File: src/rtl/rst_seq_pkg.sv
// rst_seq_pkg: shared FSM encoding, reset-cause codes and counter sizing for rst_seq_sync.
package rst_seq_pkg;
    typedef enum logic [1:0] {S_HOLD, S_STRETCH, S_RELEASE, S_DONE} state_t;
    localparam logic [1:0] CAUSE_HW = 2'b01;
    localparam logic [1:0] CAUSE_SW = 2'b10;
    function automatic int cnt_width(input int n);
        return (n > 1) ? $clog2(n) : 1;
    endfunction
endpackage

File: src/rtl/rst_sync_chain.sv
// rst_sync_chain: async-assert, sync-deassert reset synchroniser of NUM_STAGES flops.
module rst_sync_chain #(
    parameter int NUM_STAGES = 2
) (
    input  logic CLK,
    input  logic RST,
    output logic SYNC_OUT
);
    logic [NUM_STAGES-1:0] chain;
    always_ff @(posedge CLK or negedge RST) begin
        if (!RST) chain <= '0;
        else chain <= {chain[NUM_STAGES-2:0], 1'b1};
    end
    assign SYNC_OUT = chain[NUM_STAGES-1];
endmodule

File: src/rtl/rst_seq_sync.sv
// rst_seq_sync: reset synchroniser that stretches reset, then releases NUM_OUTS resets in order.
// Define RST_SEQ_CAUSE_EN to add the RST_CAUSE output (01 = RST, 10 = software).
module rst_seq_sync
    import rst_seq_pkg::*;
#(
    parameter int NUM_STAGES     = 2,
    parameter int NUM_OUTS       = 3,
    parameter int STRETCH_CYCLES = 16,
    parameter int GAP_CYCLES     = 4
) (
    input  logic                CLK,
    input  logic                RST,
    input  logic                SW_RST_REQ,
    output logic [NUM_OUTS-1:0] SYNC_RST,
    output logic                RST_DONE
`ifdef RST_SEQ_CAUSE_EN
    ,
    output logic [1:0]          RST_CAUSE
`endif
);
    localparam int CW = cnt_width((STRETCH_CYCLES > GAP_CYCLES ? STRETCH_CYCLES : GAP_CYCLES) + 1);
    localparam int IW = cnt_width(NUM_OUTS);
    state_t              state, state_d;
    logic [CW-1:0]       cnt, cnt_d;
    logic [IW-1:0]       idx, idx_d;
    logic [NUM_OUTS-1:0] sync_d;
    logic                done_d, rst_sync_n, sw_ok, stretching;
    rst_sync_chain #(.NUM_STAGES(NUM_STAGES)) u_chain (
        .CLK      (CLK),
        .RST      (RST),
        .SYNC_OUT (rst_sync_n)
    );
    assign sw_ok = SW_RST_REQ && state != S_HOLD;
    // The edge that first sees rst_sync_n high already counts as stretch cycle one.
    assign stretching = state == S_STRETCH || (state == S_HOLD && rst_sync_n);
    always_comb begin
        state_d = state;
        cnt_d   = cnt;
        idx_d   = idx;
        sync_d  = SYNC_RST;
        done_d  = RST_DONE;
        if (sw_ok) begin
            state_d = S_STRETCH;
            cnt_d   = '0;
            idx_d   = '0;
            sync_d  = '0;
            done_d  = 1'b0;
        end else if (stretching) begin
            state_d = S_STRETCH;
            cnt_d   = cnt + 1'b1;
            if (cnt == CW'(STRETCH_CYCLES - 1)) begin
                cnt_d   = '0;
                sync_d  = NUM_OUTS'({SYNC_RST, 1'b1});
                state_d = (NUM_OUTS == 1) ? S_DONE : S_RELEASE;
                done_d  = NUM_OUTS == 1;
            end
        end else if (state == S_RELEASE) begin
            cnt_d = cnt + 1'b1;
            if (cnt == CW'(GAP_CYCLES - 1)) begin
                cnt_d   = '0;
                idx_d   = idx + 1'b1;
                sync_d  = NUM_OUTS'({SYNC_RST, 1'b1});
                state_d = (idx == IW'(NUM_OUTS - 2)) ? S_DONE : S_RELEASE;
                done_d  = idx == IW'(NUM_OUTS - 2);
            end
        end
    end
    always_ff @(posedge CLK or negedge RST) begin
        if (!RST) begin
            state    <= S_HOLD;
            cnt      <= '0;
            idx      <= '0;
            SYNC_RST <= '0;
            RST_DONE <= 1'b0;
        end else begin
            state    <= state_d;
            cnt      <= cnt_d;
            idx      <= idx_d;
            SYNC_RST <= sync_d;
            RST_DONE <= done_d;
        end
    end
`ifdef RST_SEQ_CAUSE_EN
    always_ff @(posedge CLK or negedge RST) begin
        if (!RST) RST_CAUSE <= CAUSE_HW;
        else RST_CAUSE <= sw_ok ? CAUSE_SW : RST_CAUSE;
    end
`endif
endmodule
File: config.mk
export PLATFORM = sky130hd
export DESIGN_NAME = rst_seq_sync
export DESIGN_NICKNAME = d
export VERILOG_FILES = /design/src/rtl/rst_seq_pkg.sv /design/src/rtl/rst_sync_chain.sv /design/src/rtl/rst_seq_sync.sv
export SDC_FILE = /design/constraint.sdc
export NUM_CORES = 1
export LEC_CHECK = 0
export CAP_MARGIN = 20
export CORE_MARGIN = 8
export CORE_UTILIZATION = 45
export DETAILED_ROUTE_END_ITERATION = 8
export PLACE_DENSITY = 0.67
export SYNTH_ARGS = -nofsm -noshare
export SYNTH_HDL_FRONTEND = slang
export SYNTH_HIERARCHICAL = 1
export SYNTH_SLANG_ARGS = --single-unit
File: constraint.sdc
create_clock -name CLK -period 1.5 [get_ports CLK]
set_input_delay 0.3 -clock CLK [delete_from_list [all_inputs] [get_ports CLK]]
set_output_delay 0.3 -clock CLK [all_outputs]
set_load 0.05 [all_outputs]
# Word-level counts from Yosys, hierarchy flattened
# Cells that the tools add are included.
word_totals:
  reg_bits: 15
  output_inout_bits: 4
  elab_cells: 52
  inputBits: 3
op_classes:
  mux: 25
  eq_ne: 7
  add_sub_neg: 2
  n_reduce_logical: 12
ops:
  columns: ["op", "count"]
  rows:
  - ["5-bit two-way mux", 5]
  - ["2-bit two-way mux", 9]
  - ["3-bit two-way mux", 5]
  - ["1-bit two-way mux", 6]
  - ["3-bit AND reduction", 2]
  - ["2-bit nonzero test", 3]
  - ["3-bit nonzero test", 2]
  - ["5-bit by 1-bit adder with 5-bit output (second input constant)", 1]
  - ["5-bit by 2-bit == test with 1-bit output (second input constant)", 1]
  - ["5-bit by 4-bit == test with 1-bit output (second input constant)", 1]
  - ["2-bit by 1-bit == test with 1-bit output (second input constant)", 2]
  - ["3-bit by 2-bit inequality test with 1-bit output (second input constant)", 1]
  - ["2-bit by 1-bit adder with 2-bit output (second input constant)", 1]
  - ["2-bit == test (second input constant)", 1]
  - ["1-bit logical AND", 2]
  - ["2-bit zero test", 1]
  - ["2-bit inequality test (second input constant)", 1]
  - ["2-bit AND reduction", 1]
  - ["1-bit logical OR", 1]

# Longest topological paths before layout
logic_depth:
  word_depth: 6
  ltp_mapped: 6
  depth_no_buf: 6

# Modules after synthesis
# Netlist, hierarchy kept.
by_module_without_submodules:
  columns: ["module", "area_each_um2", "n_inst", "cells_per_inst", "seq_area_each_um2"]
  rows:
  - ["rst_seq_sync", 783.3, 1, 79, 325.3]
  - ["rst_sync_chain", 53.8, 1, 3, 50.0]

# Worst setup path before layout
# OpenSTA, ideal clock, no wires.
synth_path:
  path_type: "register to register"
  start: "register cnt[0]"
  end: "register SYNC_RST[1]"
  slack_ns: 0.015
  setup_time_ns: 0.121
  arrival_ns: 1.364
  t_required_ns: 1.379
  path_buffers: 0
  path_stages_with_launch: 6
  path_cell_list: "dfrtp_1 ha_1 nor4b_4 and2b_1 a21oi_2 a22o_1"
synth_via:
  elab_chain_len: 3
  elab_cells_between_ends: 5
synth_lines:
  columns: ["element", "line_no", "text"]
  rows:
  - ["start, declared", "rst_seq_sync.sv:24", "logic [CW-1:0] cnt, cnt_d;"]
  - ["start signal, assigned", "rst_seq_sync.sv:77", "cnt <= cnt_d;"]
  - ["5-bit by 4-bit == test with 1-bit output or 5-bit by 2-bit == test with 1-bit output (tied branches)", "rst_seq_sync.sv:51, rst_seq_sync.sv:59", null]
  - ["3-bit by 2-bit inequality test with 1-bit output (no line) or 3-bit nonzero test (tied branches)", null, null]
  - ["3-bit AND reduction (no line) (*)", null, null]
  - ["end signal, assigned", "rst_seq_sync.sv:79", "SYNC_RST <= sync_d;"]
  - ["end, declared", "rst_seq_sync.sv:14", "output logic [NUM_OUTS-1:0] SYNC_RST,"]
# Mark *: on every way between the ends. The rest lies on a longest branch, timed or not.
# A chain may end at the register's enable or synchronous reset.

# Worst setup path after layout
layout_path:
  start: "register cnt[1]"
  end: "register cnt[0]"
layout_via:
  elab_chain_len: 5
  elab_cells_between_ends: 7
layout_lines:
  columns: ["element", "line_no", "text"]
  rows:
  - ["5-bit by 2-bit == test with 1-bit output", "rst_seq_sync.sv:59", "if (cnt == CW'(GAP_CYCLES - 1)) begin"]
  - ["5-bit two-way mux", "rst_seq_sync.sv:59", null]
  - ["5-bit two-way mux", "rst_seq_sync.sv:57", "end else if (state == S_RELEASE) begin"]
  - ["5-bit two-way mux (*)", "rst_seq_sync.sv:48", "end else if (stretching) begin"]
  - ["5-bit two-way mux (*)", "rst_seq_sync.sv:42", "if (sw_ok) begin"]
# Mark *: on every way between the ends. The rest lies on a longest branch, timed or not. The select of a mux whose other input is x is not followed.

==> results.py <==
metrics = {
    "power_and_ir_drop": {
        "cellLeakagePower_nw": 0.532,
        "power_switching_mw": 0.180,
        "seqPwrFrac_pct": 57.2,
        "p_per_area_nw_per_um2": 639,
        "p_comb_share_pct": 11.5,
        "sw_frac_of_total_pct": 24.4,
        "irDropWorstVdd_mv": 0.437,
        "intPower_mw": 0.558,
        "p_clk_share_pct": 31.3,
    },
    "die": {
        "die_area_um2": 3500,
        "die_h_um": 59.1,
        "dieWidth_um": 59.1,
        "coreArea_um2": 1750,
        "io_pins": 7,
        "rows": 15,
        "initial_core_util_pct": 48.0,
    },
    "synthesis": {
        "syn_inst": 82,
        "postSynthAreaPerCell_um2": 10.2,
        "ys_warn_count": 6,
        "synth-edff-count": 0,
        "postSynth.asyncResetShare_pct": 100,
        "synth_cell_types": 33,
        "synthesis.area_um2": 837,
        "yosysSeqAreaShare_pct": 44.8,
        "ys.flop_type": "dfrtp_1",
        "syn_nets": 88,
        "ys_seq_elements": 15,
    },
    "finish": {
        "layout_commonest_cell": "buf_4",
        "insertedDiodeCount": 0,
        "fill_cells": 153,
        "nets": 114,
        "drive_gt1_share_pct": 34.6,
        "syn2layout_area_growth_pct": 38.0,
        "final_cell_mix": "buf_4 (18), dfrtp_1 (15), nor2_1 (7)",
    },
    "grt": {
        "antenna_found_initial": 0,
        "grt_use_total_pct": 11.5,
        "grt_overflow": 0,
        "grt_pass1_wl_mm": 3.07,
        "grt_pass1_vias": 677,
        "grt_max_degree": 17,
    },
    "setup_path": {
        "worst-path-max-fanout": 5,
        "crit_type": "reg -> reg",
        "arrival_ns": 1.70,
        "worst_ep_required_time_ns": 1.68,
        "r2r-end": "cnt[0]",
        "endpoint_kind": "flip-flop",
        "r2r_cells": 6,
        "r2r_start": "cnt[1]",
        "reg2reg_setup_slack_ns": -0.02,
        "cp-start-kind": "flip-flop",
    },
    "route": {
        "antenna_left": 0,
        "via_per_inst": 5.33,
        "wl_mm": 1.87,
        "via_count": 704,
        "drt_iter0_drc": 3,
        "post-route-drc-count": 0,
        "drt-pass1-iter-count": 4,
        "wl_per_cell_um": 14.2,
    },
    "cts": {
        "cts_sinks": 15,
        "clockBufferDepth": 2,
        "cts_tree": "built",
        "clk_latency_ns": 0.29,
        "cts_buffers": 3,
        "h-tree-depth": 1,
        "root_buffer": "clkbuf_4",
        "path_clk_slew_ns": 0.09,
    },
    "status": {
        "violations": "setup timing",
        "outcome": "complete, but fails checks",
    },
    "timing": {
        "rsz0062_at_grt": "true",
        "period_minus_slack_ns": 1.52,
        "finalSetupViolations": 4,
        "post-route-period-util_pct": 101,
        "timing.fmax_mhz": 657,
        "slew_viol_final": 0,
        "setup_tns_ns": -0.0549,
        "hold_viol": 0,
        "fin_ws_ns": -0.0214,
        "fin_skew_ns": 0.00371,
    },
    "placed_design": {
        "hpwl_mm": 1.41,
        "numPortBuffers": 6,
        "pre_cts_ws_ns": -0.156,
        "gp_congestion": 0.894,
    },
    "job": {
        "maxCapViolations": 0,
    },
    "worst_hold_path": {
        "min_path_type": "in -> async",
    },
}
==> registers in the layout, indices dropped and copies added, names as in the netlist <==
name and count:
state 2, RST_DONE 1, u_chain/chain 2, cnt 5
SYNC_RST 3, idx 2
==> stage by stage <==
stage	area, um2	utilization, %	total power, mW	instances	hold slack [ns]
2_1_floorplan	837	-	0.459	82	0.00441
3_3_place_gp	1080	62.0	0.504	127	0.334
3_5_place_dp	1080	62.0	0.504	127	0.335
4_1_cts	1120	64.2	0.736	132	0.311
5_1_grt	1150	66.2	0.774	132	0.325
6_report	1150	66.2	0.738	132	0.309
==> synth_stat cells (2+ instances only) <==
cell type	n	share of area [%]
mux2_2	2	2.7
nor2_1	7	3.1
a21o_1	2	1.8
a21oi_1	6	3.6
dfrtp_1	15	45
o21ai_0	4	2.4
nand3_1	2	1.2
nand2b_1	2	1.5
buf_2	2	1.2
nand2_1	6	2.7
o2bb2ai_1	2	2.1
ha_1	3	4.5
a2bb2oi_1	2	2.1
inv_1	5	2.2
a22o_1	3	3.1
o2bb2ai_2	2	3.6
==> cells by family after synthesis <==
family	count (synthesis)	share of synthesized area (%)
compound gates	29	26.8
simple gates	24	16.9
flops	15	44.8
buf+inv	8	3.89
fa+ha+maj	3	4.48
mux	2	2.69
other cells	1	0.448
==> worst max-delay path, stage by stage, from the launching register on <==
cell and delay [ns]:
dfrtp_1 0.40, ha_4 0.17, nor4b_4 0.18, buf_4 0.18
nor4_2 0.05, a21o_1 0.18, mux2_2 0.26
==> power by group through the flow <==
stage               Combinational (mW)  Sequential, mW  Clock [mW]
floorplan                       0.0298           0.430           0
global placement                0.0766           0.427           0
detailed placement              0.0766           0.427           0
CTS                             0.0801           0.420       0.237
global route                    0.0962           0.422       0.256
finish                          0.0850           0.422       0.231
==> per-layer routing <==
layer	vias to the layer above	GRT usage [%]	part of all wire, %
li1	351	-	-
met1	332	13.7	45
met2	14	18.4	50
met3	7	2.82	2.8
met4	0	6.14	2.0
met5	-	0	0
==> layout make-up <==
type | instances | area [um2] | area share (%)
sequential | 15 | 375 | 32.5
multi-input combinational | 59 | 467 | 40.4
clock inverter | 1 | 5.00 | 0.433
clock buffer | 3 | 22.5 | 1.95
inverter | 5 | 18.8 | 1.63
timing repair buffer | 24 | 235 | 20.4
tap | 25 | 31.3 | 2.71
==> worst max path at each step <==
| stage | from | to | slack (ns) | cells after the start |
|---|---|---|---|---|
| 5_1_grt | cnt[1] | cnt[0] | -0.09 | 6 |
| 2_1_floorplan | cnt[0] | SYNC_RST[1] | 0.02 | 5 |
| 3_5_place_dp | SW_RST_REQ | cnt[0] | -0.16 | 5 |
| 4_1_cts | cnt[1] | cnt[0] | -0.05 | 6 |
| 3_3_place_gp | SW_RST_REQ | cnt[0] | -0.16 | 5 |
| 6_report | cnt[1] | cnt[0] | -0.02 | 6 |
==> what timing repair did <==
action,4_1_cts,5_1_grt
endpoints found under the setup margin,11,10
gates resized for setup,1,7
endpoints found under the hold margin,0,0
hold buffers,0,0
setup buffers,1,0
pin swaps,4,1
(Power assumes the default switching activity.)
